`src/rtl/pcileech_cfgmgmt_arb.sv`:
```
// ---------------------------------------------------------------------------
// pcileech_cfgmgmt_arb
//
// Shares the PCIe core configuration-management port between two requesters:
// A (host commands from the CFG FIFO path) and B (an internal config agent
// such as a DSN / shadow-register writer). Only one transaction is in flight
// at a time. Contention is resolved round-robin, and a transaction the core
// never completes is aborted after TIMEOUT_CYCLES cycles.
//
// Ports:
//   clk_i, rst_i                single clock, asynchronous active-high reset
//   reqX_valid_i / reqX_ready_o request handshake (X = a, b); ready only in IDLE
//   reqX_wr_i                   1 = write, 0 = read
//   reqX_dwaddr_i               config DWORD address
//   reqX_data_i, reqX_be_i      write data and byte enables
//   rspX_valid_o                one-cycle completion pulse
//   rspX_data_o                 read data (0 for writes, FFFFFFFF on timeout)
//   rspX_timeout_o              qualifies rspX_valid_o: transaction aborted
//   cfg_mgmt_*_o / cfg_mgmt_*_i PCIe core configuration-management port
//   busy_o                      high whenever the FSM is not IDLE
// ---------------------------------------------------------------------------
module pcileech_cfgmgmt_arb #(
    parameter int TIMEOUT_CYCLES = 64,
    parameter int TO_WIDTH       = 10
) (
    input  logic        clk_i,
    input  logic        rst_i,

    input  logic        reqa_valid_i,
    output logic        reqa_ready_o,
    input  logic        reqa_wr_i,
    input  logic [9:0]  reqa_dwaddr_i,
    input  logic [31:0] reqa_data_i,
    input  logic [3:0]  reqa_be_i,
    output logic        rspa_valid_o,
    output logic [31:0] rspa_data_o,
    output logic        rspa_timeout_o,

    input  logic        reqb_valid_i,
    output logic        reqb_ready_o,
    input  logic        reqb_wr_i,
    input  logic [9:0]  reqb_dwaddr_i,
    input  logic [31:0] reqb_data_i,
    input  logic [3:0]  reqb_be_i,
    output logic        rspb_valid_o,
    output logic [31:0] rspb_data_o,
    output logic        rspb_timeout_o,

    output logic        cfg_mgmt_rd_en_o,
    output logic        cfg_mgmt_wr_en_o,
    output logic [9:0]  cfg_mgmt_dwaddr_o,
    output logic [31:0] cfg_mgmt_di_o,
    output logic [3:0]  cfg_mgmt_byte_en_o,
    input  logic [31:0] cfg_mgmt_do_i,
    input  logic        cfg_mgmt_rd_wr_done_i,

    output logic        busy_o
);

    typedef enum logic [1:0] {
        IDLE  = 2'd0,
        ISSUE = 2'd1,
        RESP  = 2'd2,
        GAP   = 2'd3
    } state_t;

    localparam logic [TO_WIDTH-1:0] TO_LIMIT = TO_WIDTH'(TIMEOUT_CYCLES - 1);

    state_t              state_q, state_d;
    logic                lastGrantB_q, lastGrantB_d;
    logic                ownerB_q, ownerB_d;
    logic                wr_q, wr_d;
    logic                rdEn_q, rdEn_d;
    logic                wrEn_q, wrEn_d;
    logic [9:0]          addr_q, addr_d;
    logic [31:0]         di_q, di_d;
    logic [3:0]          be_q, be_d;
    logic [TO_WIDTH-1:0] toCnt_q, toCnt_d;
    logic [31:0]         rspData_q, rspData_d;
    logic                rspTimeout_q, rspTimeout_d;

    logic grantA, grantB, inIdle, accept, acceptWr;

    // Round-robin pick: B wins only when A is absent or A was served last.
    always_comb begin
        inIdle   = (state_q == IDLE);
        grantB   = reqb_valid_i && (!reqa_valid_i || !lastGrantB_q);
        grantA   = reqa_valid_i && !grantB;
        accept   = inIdle && (grantA || grantB);
        acceptWr = grantB ? reqb_wr_i : reqa_wr_i;
    end

    assign reqa_ready_o = inIdle && grantA;
    assign reqb_ready_o = inIdle && grantB;

    // Next-state and datapath: the core-facing signals are all registered so
    // the enable rises one cycle after acceptance with address/data stable.
    always_comb begin
        state_d      = state_q;
        lastGrantB_d = lastGrantB_q;
        ownerB_d     = ownerB_q;
        wr_d         = wr_q;
        rdEn_d       = rdEn_q;
        wrEn_d       = wrEn_q;
        addr_d       = addr_q;
        di_d         = di_q;
        be_d         = be_q;
        toCnt_d      = toCnt_q;
        rspData_d    = rspData_q;
        rspTimeout_d = rspTimeout_q;

        case (state_q)
            IDLE: begin
                if (accept) begin
                    ownerB_d     = grantB;
                    lastGrantB_d = grantB;
                    wr_d         = acceptWr;
                    wrEn_d       = acceptWr;
                    rdEn_d       = !acceptWr;
                    addr_d       = grantB ? reqb_dwaddr_i : reqa_dwaddr_i;
                    // Reads present zero data and byte enables to the core.
                    di_d         = acceptWr ? (grantB ? reqb_data_i : reqa_data_i) : 32'h0;
                    be_d         = acceptWr ? (grantB ? reqb_be_i : reqa_be_i) : 4'h0;
                    toCnt_d      = '0;
                    state_d      = ISSUE;
                end
            end
            ISSUE: begin
                // Done is tested first so it wins over a coincident timeout.
                if (cfg_mgmt_rd_wr_done_i) begin
                    rdEn_d       = 1'b0;
                    wrEn_d       = 1'b0;
                    rspData_d    = wr_q ? 32'h0 : cfg_mgmt_do_i;
                    rspTimeout_d = 1'b0;
                    state_d      = RESP;
                end else if (toCnt_q == TO_LIMIT) begin
                    rdEn_d       = 1'b0;
                    wrEn_d       = 1'b0;
                    rspData_d    = 32'hFFFF_FFFF;
                    rspTimeout_d = 1'b1;
                    state_d      = RESP;
                end else begin
                    toCnt_d = toCnt_q + 1'b1;
                end
            end
            RESP: begin
                addr_d  = '0;
                di_d    = '0;
                be_d    = '0;
                state_d = GAP;
            end
            GAP: begin
                // Late done from an aborted access is simply not looked at.
                state_d = IDLE;
            end
            default: state_d = IDLE;
        endcase
    end

    // State register; reset drops the core enables immediately and leaves
    // B as last grant so A wins the first contention.
    always_ff @(posedge clk_i or posedge rst_i) begin
        if (rst_i) begin
            state_q      <= IDLE;
            lastGrantB_q <= 1'b1;
            ownerB_q     <= 1'b0;
            wr_q         <= 1'b0;
            rdEn_q       <= 1'b0;
            wrEn_q       <= 1'b0;
            addr_q       <= '0;
            di_q         <= '0;
            be_q         <= '0;
            toCnt_q      <= '0;
            rspData_q    <= '0;
            rspTimeout_q <= 1'b0;
        end else begin
            state_q      <= state_d;
            lastGrantB_q <= lastGrantB_d;
            ownerB_q     <= ownerB_d;
            wr_q         <= wr_d;
            rdEn_q       <= rdEn_d;
            wrEn_q       <= wrEn_d;
            addr_q       <= addr_d;
            di_q         <= di_d;
            be_q         <= be_d;
            toCnt_q      <= toCnt_d;
            rspData_q    <= rspData_d;
            rspTimeout_q <= rspTimeout_d;
        end
    end

    assign cfg_mgmt_rd_en_o   = rdEn_q;
    assign cfg_mgmt_wr_en_o   = wrEn_q;
    assign cfg_mgmt_dwaddr_o  = addr_q;
    assign cfg_mgmt_di_o      = di_q;
    assign cfg_mgmt_byte_en_o = be_q;

    // Response fields are forced to zero outside the single RESP cycle.
    assign rspa_valid_o   = (state_q == RESP) && !ownerB_q;
    assign rspb_valid_o   = (state_q == RESP) && ownerB_q;
    assign rspa_data_o    = rspa_valid_o ? rspData_q : 32'h0;
    assign rspb_data_o    = rspb_valid_o ? rspData_q : 32'h0;
    assign rspa_timeout_o = rspa_valid_o && rspTimeout_q;
    assign rspb_timeout_o = rspb_valid_o && rspTimeout_q;

    assign busy_o = (state_q != IDLE);

endmodule

```
`config.mk`:
```
export PLATFORM = sky130hd
export DESIGN_NAME = pcileech_cfgmgmt_arb
export DESIGN_NICKNAME = d
export VERILOG_FILES = /design/src/rtl/pcileech_cfgmgmt_arb.sv
export SDC_FILE = /design/constraint.sdc
export NUM_CORES = 1
export LEC_CHECK = 0
export CORE_ASPECT_RATIO = 1.5
export CORE_MARGIN = 3
export CORE_UTILIZATION = 25
export CTS_BUF_LIST = sky130_fd_sc_hd__clkbuf_4
export DETAILED_ROUTE_END_ITERATION = 6
export PLACE_DENSITY = 0.54
export SYNTH_ARGS = -nofsm -noshare
export SYNTH_HDL_FRONTEND = slang
export SYNTH_SLANG_ARGS = --single-unit
```
`constraint.sdc`:
```
create_clock -name clk_i -period 10 [get_ports clk_i]
set_clock_uncertainty 0.05 [all_clocks]
set_input_delay 2 -clock clk_i [delete_from_list [all_inputs] [get_ports clk_i]]
set_output_delay 2 -clock clk_i [all_outputs]
set_load 0.005 [all_outputs]
```
---- After elaboration in Yosys (flattened, before gate mapping) ----
Cells that the tools add are included.
cells by class
  reduce and logical (&&, ||, !) cells .... 27
  add/subtract/negate cells ............... 1
  equal/unequal tests ..................... 8
  muxes and demuxes ....................... 33
operators by type and width
  kind                                                    number
  two-way mux 32 bit                                      8
  case mux 32 bit (2 select lines)                        1
  two-way mux 10 bit                                      5
  case mux 10 bit (2 select lines)                        2
  two-way mux 4 bit                                       3
  adder 10 x 1 -> 10 bit (second input constant)          1
  == test 10 x 6 -> 1 bit (second input constant)         1
  logical AND 1 bit                                       9
  case mux 2 bit (4 select lines)                         1
  case mux 4 bit (2 select lines)                         1
  AND reduction 2 bit                                     4
  nonzero test 2 bit                                      4
  two-way mux 1 bit                                       7
  two-way mux 2 bit                                       3
  logical NOT 1 bit                                       5
  == test 2 bit (second input constant)                   2
  inequality test 2 bit (second input constant)           2
  case mux 1 bit (2 select lines)                         2
  AND reduction 4 bit                                     1
  inequality test 3 bit (second input constant)           1
  AND reduction 3 bit                                     1
  == test 2 x 1 -> 1 bit (second input constant)          1
  logical NOT 2 bit                                       1
  logical OR 1 bit                                        2
  inequality test 2 x 1 -> 1 bit (second input constant)  1
storage, ports and cells
  logic and storage cells ................. 81
  input bits .............................. 131
  output and inout bits ................... 119
  flip-flop bits (word level) ............. 96

---- Logic depth before layout (Yosys ltp) ----
  depth after elaboration ................. 9
  mapped depth ............................ 9
  gate-level depth less buffers ........... 6

---- Worst setup path after synthesis ----
Ideal clock, no wire load.
  kind .................................... input port to output port
  start point ............................. input port reqb_valid_i
  end point ............................... output port reqa_ready_o
  path slack .............................. 5.139 ns
  path buffers ............................ 2
  data arrival time ....................... 2.811 ns
  required time ........................... 7.950 ns
  cell stages on the path ................. 4
  path through ............................ a21boi_2 -> buf_2 -> buf_2 -> nor2_1
between the ends
  cells in the longest elaborated chain, start to end .. 4
RTL lines
  item                RTL line  RTL
  start: declaration  39        input logic reqb_valid_i,
  logical AND 1 bit   87        grantB = reqb_valid_i && (!reqa_valid_i || !lastGrantB_q);
  logical NOT 1 bit   88        grantA = reqa_valid_i && !grantB;
  logical AND 1 bit   88
  logical AND 1 bit   93        assign reqa_ready_o = inIdle && grantA;
  end: declaration    30        output logic reqa_ready_o,
Every way passes these cells.

---- Worst setup path after layout ----
  start point ............................. input port reqb_valid_i
  end point ............................... output port reqb_ready_o
between the ends
  cells in the longest elaborated chain, start to end .. 2
RTL lines
  item               RTL line  RTL
  logical AND 1 bit  87
  logical AND 1 bit  94        assign reqb_ready_o = inIdle && grantB;
  end: declaration   40        output logic reqb_ready_o,
Every way passes these cells.

==> out/results.md <==
| Stage | Result | Value |
| --- | --- | --- |
| setup path | Capturing element type of the critical path | output pin |
| clock tree | Worst-path clk slew | 0.15 ns |
| detailed routing | Avg WL per Cell | 15.98 um |
| layout | Post-route non-filler standard cell count | 987 |
| logic synthesis | Portion of the post-synthesis area used by sequential elements | 49.09% |
| place | Number of placed instances with taps included | 969 |
| setup path | CP Data Arrival Time | 4.17 ns |
| power | Standby leakage power | 3.279 nW |
| worst hold path | Worst Hold Class | reg2reg |
| detailed routing | Remaining antenna violation count | 0 |
| sta | Pins over their slew limit | 0 |
| layout | Relative area change from synthesis to final layout | 58.14% |
| place | Post-Place Worst Slack | 3.771 ns |
| sta | Fin crit period | 6.220 ns |
| logic synthesis | Total of warnings raised by yosys | 0 |
| sta | Unrepaired setup endpoints after global routing | false |
| layout | Final Instance Area | 7742 um^2 |
| sta | Sum of negative setup slack | 0 ns |
| grt | Total gr overflow | 0 |
| floorplanning | Horizontal extent of the die | 120.3 um |
| floorplanning | Height of the die | 177.4 um |
| clock tree | Clock buffers created by TritonCTS | 9 |
| logic synthesis | Mean post-synth cell area | 9.891 um^2 |
| layout | Number of filler instances in the final layout | 1,953 |
| outcome | Run status | complete, no violations |
| sta | Upper clock frequency limit | 160.8 MHz |
| power | Power density over the cells | 242.0 nW/um^2 |
| clock tree | Quantity of gates resized following cts | 0 |
| grt | First-pass GRT wire length | 24,580 um |
| logic synthesis | Synth Flop Type | sky130_fd_sc_hd__dfrtp_1 |
| sta | Final number of setup-violating endpoints | 0 |
| setup path | Largest driver fanout on the critical path | 49 |
| clock tree | Clk_lat worst skew | 0.45 ns |
| floorplanning | I/O Pins | 250 |
| grt | Vias in the first global route | 4,688 |
| detailed routing | DRT iter0 DRCs | 106 |
| floorplanning | Die Footprint | 21,330 um^2 |
| detailed routing | Post-Route WL | 15,770 um |
| detailed routing | Vias post-DR | 4,568 |
| logic synthesis | Area of the mapped netlist | 4896 um^2 |
| logic synthesis | Most instantiated library cell after synthesis | sky130_fd_sc_hd__dfrtp_1 |
| grt | Maximum number of pins on one net before global-route repair | 50 |
| clock tree | Clock tree from TritonCTS | built |
| floorplanning | Core area | 19,160 um^2 |
| sta | Period utilisation layout | 62.20% |
| layout | Proportion of layout cells with a drive suffix above 1 | 3.978% |
| power | Maximum vdd drop | 0.0001435 V |
| floorplanning | Core Rows | 62 |
| logic synthesis | Most instantiated cells after synthesis | sky130_fd_sc_hd__dfrtp_1 (95), sky130_fd_sc_hd__nand2_1 (57), sky130_fd_sc_hd__o21ai_1 (55) |
| clock tree | Max Root-Sink Buffers | 2 |
| logic synthesis | Number of distinct standard cells referenced by the synthesized netlist | 38 |
| clock tree | CTS H-tree depth | 3 |
| logic synthesis | Yosys reg bits | 96 |
| sta | Final number of hold-violating endpoints | 0 |
| setup path | Data required time at the worst endpoint | 7.95 ns |
| clock tree | Number of hold buffers added after cts | 0 |
| place | Post-placement cell area | 7611 um^2 |
| clock tree | Post-CTS setup repair buffer count | 0 |
| logic synthesis | Mapped Cells | 495 |
| place | Placer congestion estimate | 0.7857 |
| place | Half-perimeter wire length after detailed placement | 12,140 um |
| sta | Measured slew at the worst slew-check pin | 1.252 ns |
| layout | Number of nets in the final layout | 859 |
| sta | Slew margin rel. | 16.50% |
| detailed routing | Detailed-routing iteration count for the pre-antenna-repair pass | 4 |
| setup path | Kind of start point of the critical path | input port |
| logic synthesis | Cell type with the largest total area after synthesis | sky130_fd_sc_hd__dfrtp_1 |
| logic synthesis | Post-synth EDFFs | 0 |
| place | Count of port buffers added during placement | 249 |
| grt | Antenna violations before repair | 1 |
| grt | Overall Global Routing Usage | 14.41% |
| logic synthesis | Synth Net Count | 630 |
| clock tree | Clock Sinks | 96 |
| clock tree | Root buffer cell | sky130_fd_sc_hd__clkbuf_4 |
| logic synthesis | Synth top area cells | sky130_fd_sc_hd__dfrtp_1 (49%), sky130_fd_sc_hd__mux2i_1 (9.8%), sky130_fd_sc_hd__a2bb2oi_1 (5.7%) |
| logic synthesis | Share of flip-flops with an asynchronous set or reset after synthesis | 100.0% |
| detailed routing | Detail-routed via count per cell | 4.628 |
| detailed routing | Post-route DRC | 0 |
| logic synthesis | Area share of the largest cell type after synthesis | 48.56% |
| job | Maxcap violations | 0 |
| sta | Setup slack of the critical path after layout | 3.780 ns |
| setup path | Startpoint-to-endpoint class of the critical path | in2out |
| floorplanning | Starting utilization of the core area | 25.55% |
metrics by stage:
step,utilization (%),hold WS [ns],power (mW)
floorplan,-,0.4063,1.158
global placement,39.72,0.4191,1.688
detailed placement,39.72,0.4246,1.706
CTS,40.38,0.4567,1.910
global route,40.39,0.4632,2.032
finish,40.41,0.4531,1.874
cells by family after synthesis:
family,after synthesis,share of synthesized area (%)
muxes,48,9.813
buffers and inverters,41,3.552
AOI/OAI and AO/OA,112,14.75
adders and majority gates,4,1.022
DFF,96,49.09
and+or+nand+nor,194,21.77
sequential cells by signal (all words and copies together), names as in the netlist:
register            flops
ownerB_q                1
rspTimeout_q            1
state_q                 2
wr_q                    1
cfg_mgmt_rd_en_o        1
cfg_mgmt_di_o          32
cfg_mgmt_byte_en_o      4
cfg_mgmt_dwaddr_o      10
rspData_q              32
toCnt_q                10
lastGrantB_q            1
cfg_mgmt_wr_en_o        1
cell usage in the layout, fill, tap and decap left out, drive strengths merged:
cell / synthesis / routed
nand4: 2 / 2
diode: 0 / 2
nand4b: 1 / 1
nor4b: 1 / 1
dfstp: 1 / 1
nand3: 3 / 3
and2: 37 / 37
a31oi: 14 / 14
buf: 15 / 5
and4: 1 / 1
a21boi: 1 / 1
dfrtp: 95 / 95
or3: 2 / 2
clkinvlp: 0 / 3
nor2: 10 / 10
mux2i: 48 / 48
nand2: 57 / 57
o21ai: 60 / 60
nor3: 1 / 1
nand2b: 36 / 36
ha: 4 / 4
and3: 36 / 36
o22ai: 1 / 1
clkbuf: 21 / 10
nor3b: 1 / 1
o32a: 1 / 1
nor2b: 1 / 1
a21o: 1 / 1
clkdlybuf4s50: 0 / 249
nor4: 3 / 3
a2bb2oi: 32 / 32
or3b: 1 / 1
or2: 1 / 1
inv: 5 / 8
o31ai: 2 / 2
path summary, 6_finish.rpt:
check                                       from               endpoint  slack [ns]  cells after the start
worst max-delay path                reqb_valid_i           reqb_ready_o        3.78                      5
min in group asynchronous                  rst_i           rspData_q[2]        1.91                      2
worst min-delay path            cfg_mgmt_di_o[5]       cfg_mgmt_di_o[5]        0.45                      2
worst min register to register  cfg_mgmt_di_o[5]       cfg_mgmt_di_o[5]        0.45                      2
max in group asynchronous                  rst_i       cfg_mgmt_rd_en_o        6.91                      3
worst max register to register        state_q[0]  cfg_mgmt_byte_en_o[1]        6.69                      6
report_power, final:
part           leakage (nW)  switching [mW]  internal (mW)
logic                  2.00           0.420          0.552
clock network        0.0616           0.139         0.0574
registers              1.22           0.144          0.561
total                  3.28           0.704           1.17
area by class of cell:
cell class | instances | area, um^2 | area share (%)
repair buffers | 254 | 2530 | 32.68
flip-flops and latches | 96 | 2404 | 31.04
multi-input cells | 358 | 2336 | 30.17
well taps | 256 | 320.3 | 4.137
clock buffers | 10 | 75.07 | 0.9696
clock inverters | 6 | 51.30 | 0.6626
inverters | 5 | 21.27 | 0.2747
diodes | 2 | 5.005 | 0.06464
routing by layer:
metal	track usage [%]	up-vias	routed length (um)
met3	4.496	18	1341
li1	-	2196	-
met4	5.435	0	369
met1	15.48	2157	5802
met2	26.32	197	8255
met5	0	-	0
critical path, cell delays in order:
cell and delay (ns):
sky130_fd_sc_hd__clkdlybuf4s50_1 0.57, sky130_fd_sc_hd__a21boi_4 0.20, sky130_fd_sc_hd__buf_4 0.63, sky130_fd_sc_hd__and2_1 0.25
sky130_fd_sc_hd__clkdlybuf4s50_1 0.51
Note: power is estimated with default switching activity, not from simulation.
==> variant 1: new RTL, config.mk and constraints unchanged <==
Make the reset (`rst_i`) synchronous in one clocked block. Comments in the files are not updated.
--- a/src/rtl/pcileech_cfgmgmt_arb.sv
+++ b/src/rtl/pcileech_cfgmgmt_arb.sv
@@ -161,3 +161,3 @@
     // B as last grant so A wins the first contention.
-    always_ff @(posedge clk_i or posedge rst_i) begin
+    always_ff @(posedge clk_i) begin
         if (rst_i) begin
Formal check against the unedited RTL: differs if rst_i is asserted again (counterexample within 4 cycles, from zero or initial values and one cycle with rst_i high); with rst_i held inactive, the same outputs for 10 cycles.
==> variant 1 against the unedited design <==
Sequential cell count unchanged; global-route usage increased by 2.4 points; design area increased by 0.42%; hold slack got worse by 44 ps; routed wire length increased by 19%; setup slack improved by 690 ps; critical path depth decreased by 1; area after synthesis increased by 2.6%; total power decreased by 28%; critical path type unchanged; critical endpoint unchanged; highest routed layer unchanged.
==> variant 1: results (changes against the unedited design) <==
Comb group: 0.650 mW (was 0.972 mW)
Initial antenna violation count: 2 (was 1)
Area occupied by multi-input gates: 0.00282 sq mm (was 0.00234 sq mm)
Layout sequential cell count: 96 (unchanged)
Clock network area share: 1.48% (was 1.63%)
Worst Hold End: cfg_mgmt_di_o[1] (was cfg_mgmt_di_o[5])
Non-clock buffer share: 33.0% (was 32.7%)
Worst flop-to-flop path startpoint: lastGrantB_q (was state_q[0])
Dpl hpwl: 13.1 mm (was 12.1 mm)
Mux cell area share after synthesis: 10.3% (was 9.81%)
First-pass GRT wire length: 29.3 mm (was 24.6 mm)
Nets: 947 (was 859)
Leakage: 2.78 nW (was 3.28 nW)
Dpl cell area: 0.00765 sq mm (was 0.00761 sq mm)
Reg2reg end: cfg_mgmt_byte_en_o[1] (unchanged)
Top area cells in the synthesized netlist: dfxtp_1 (38%), a21oi_1 (11%), mux2_2 (8.1%) (was dfrtp_1 (49%), mux2i_1 (9.8%), a2bb2oi_1 (5.7%))
Ys async rst share: 0% (was 100%)
Outcome: complete, no violations (unchanged)
Inverters, non-clock: 7 (was 5)
Sequential share of cell area: 24.7% (was 31.0%)
R2r setup slk: 7560 ps (was 6690 ps)
Post-Syn Nets: 735 (was 630)
Cells after synthesis: 600 (was 495)
Final hold slack: 409 ps (was 453 ps)
WP data arrival: 3480 ps (was 4170 ps)
Drt total wl: 18.7 mm (was 15.8 mm)
Peak Freq: 181 MHz (was 161 MHz)
Fillcell total: 2025 (was 1953)
Compound-Gate Fraction of Synth Area: 23.5% (was 14.7%)
## variant 1: cell types whose count changed in the layout (fill, tap and decap cells not counted), sizes merged, moves of 14 or more
cell / unedited run / this run
a21oi: 0 / 109
a2bb2oi: 32 / 10
o211ai: 0 / 37
o21ai: 60 / 6
a31oi: 14 / 0
dfrtp: 95 / 0
nor3: 1 / 37
mux2i: 48 / 11
dfxtp: 0 / 96
mux2: 0 / 36
nand2b: 36 / 0
## variant 1: metal layers
| metal | track usage [%] | vias up | routed length (microns) |
|---|---|---|---|
| met5 | 0 | - | 0 |
| li1 | - | 2600 | - |
| met1 | 18.6 | 2460 | 7240 |
| met2 | 31.7 | 145 | 10200 |
| met3 | 2.52 | 20 | 804 |
| met4 | 6.28 | 0 | 442 |
## variant 1: worst max-delay path, cell delays in order
cell and delay, ps:
clkdlybuf4s50_1 550, a21boi_4 220, and2_1 160, clkdlybuf4s50_1 540
==> variant 2: new RTL, same settings <==
Made on the original files. Set the parameter `TO_WIDTH` to 12 (it was 10).
--- a/src/rtl/pcileech_cfgmgmt_arb.sv
+++ b/src/rtl/pcileech_cfgmgmt_arb.sv
@@ -23,3 +23,3 @@
     parameter int TIMEOUT_CYCLES = 64,
-    parameter int TO_WIDTH       = 10
+    parameter int TO_WIDTH       = 12
 ) (
Formal check against the unedited RTL: same outputs for any inputs over 10 cycles, from zero or initial values and one cycle with rst_i high; that may be too few to reach the edited logic, so the function may still have changed.
==> variant 2 against the unedited design <==
Count of clock-buffer cells in the layout did not move; synthesized cell count is 14% higher; register-to-register slack gained 270 ps; final cell count grew 6.6%; via count increased by 7.5%; die area increased by 7.0%; sequential share of layout area decreased by 0.59 points; area after synthesis increased by 7.3%; routed wire length rose by 11%; setup slack improved by 35 ps; design area rose by 4.1%; total power is 3.1% higher; sequential cell count grew 2.
==> variant 2: results (changes against the unedited design) <==
Largest net degree at the start of global routing: 81 (was 50)
Clock share of power: 10.6%
WP data arrival: 4130 ps (was 4170 ps)
Total track usage: 15.2% (was 14.4%)
Worst Reg-to-Reg Cells: 7 (was 6)
Setup crit end: reqb_ready_o (unchanged)
1st-iter DRT viols: 243 (was 106)
Setup TNS: 0 ps (unchanged)
Vias in the first global route: 4934 (was 4688)
First-pass detailed-route iteration total: 4 (unchanged)
Worst vdd ir: 0.139 mV (was 0.143 mV)
Final hold slack: 453 ps (about the same)
R2r setup slk: 6960 ps (was 6690 ps)
Top area cells in the synthesized netlist: dfrtp_1 (46%), mux2i_1 (9.5%), nand2_1 (4.6%) (was dfrtp_1 (49%), mux2i_1 (9.8%), a2bb2oi_1 (5.7%))
Layout cell share with drive strength beyond 1: 4.19% (was 3.98%)
Setup bufs post-CTS: 0 (unchanged)
Worst Hold End: cfg_mgmt_di_o[2] (was cfg_mgmt_di_o[5])
Hold path cells: 2 (unchanged)
Synth top cells by count: dfrtp_1 (97), nand2_1 (64), mux2i_1 (50) (was dfrtp_1 (95), nand2_1 (57), o21ai_1 (55))
Post-Syn Nets: 699 (was 630)
Outcome: complete, no violations (unchanged)
Worst-margin pin slew: 1150 ps (was 1250 ps)
Register area share after synthesis: 46.7% (was 49.1%)
Cells after synthesis: 564 (was 495)
Worst flop-to-flop path startpoint: state_q[0] (unchanged)
Clk slew on worst S/H paths: 150 ps (about the same)
Post-route insts no fill: 1052 (was 987)
Min setup slack post-route: 3820 ps (was 3780 ps)
Fillcell total: 2108 (was 1953)
First-pass GRT wire length: 27.9 mm (was 24.6 mm)
Nets: 917 (was 859)
Dpl hpwl: 12.4 mm (was 12.1 mm)
Placed insts: 1035 (was 969)
Post-cts gate resize count: 0 (unchanged)
Delay-heaviest family, CP: buffers and inverters (unchanged)
Reg2reg end: cfg_mgmt_di_o[12] (was cfg_mgmt_byte_en_o[1])
Avg Vias per Cell: 4.67 (was 4.63)
Clock tree root driver cell: clkbuf_4 (unchanged)
Switching share of power: 39.3% (was 37.6%)
Routability congestion estimate: 0.752 (was 0.786)
Worst Hold Launch: cfg_mgmt_di_o[2] (was cfg_mgmt_di_o[5])
Leakage: 3.37 nW (was 3.28 nW)
Yosys cell types: 49 (was 38)
Drt total wl: 17.6 mm (was 15.8 mm)
Seq pwr share: 37.4% (was 37.6%)
variant 2: changes by cell type after synthesis, sizes merged, moves of 3 or more:
cell | unedited run | this run
inv | 5 | 10
nand2b | 36 | 32
o211ai | 0 | 4
nand2 | 57 | 64
a2bb2oi | 32 | 0
a21oi | 0 | 36
nor3 | 1 | 5
a31oi | 14 | 33
buf | 15 | 19
o21ai | 60 | 56
clkbuf | 21 | 30
nand3 | 3 | 6
variant 2: layout make-up:
cell class	instances	area (sq um)	area share (%)
antenna	1	2.50	0.0311
timing repair buffer	256	2540	31.6
inverter	10	40.0	0.497
clock inverter	6	47.5	0.590
multi-input combinational	407	2560	31.8
clock buffer	10	75.1	0.932
sequential	98	2450	30.5
tap	264	330	4.10
variant 2: worst register-to-register path, delay by kind of cell (launching register included):
family	cells	cell delay (ps)
adder cells (fa/ha/maj)	1	490
flip-flops	1	430
AO/OA/AOI/OAI	1	160
buffers and inverters	2	440
AND/OR/NAND/NOR	3	1360
variant 2: metal layers:
layer / wire (microns) / track usage, %
met1: 7210 / 18.3
met2: 9030 / 26.9
met3: 965 / 2.82
met4: 344 / 5.75
met5: 0 / 0
variant 2: stage by stage:
step | instance area [sq um] | total power [mW]
6_report | 8060 | 1.93
5_1_grt | 8060 | 2.11
4_1_cts | 8060 | 1.98
3_5_place_dp | 7930 | 1.76
3_3_place_gp | 7930 | 1.75
2_1_floorplan | 5250 | 1.19
variant 2: cell families after synthesis:
| family | after synthesis | share of synthesized area (%) |
|---|---|---|
| flip-flops | 98 | 46.7 |
| AND/OR/NAND/NOR | 207 | 21.7 |
| buffers and inverters | 59 | 4.88 |
| AO/OA/AOI/OAI | 146 | 16.2 |
| adder cells (fa/ha/maj) | 4 | 0.953 |
| multiplexers | 50 | 9.53 |
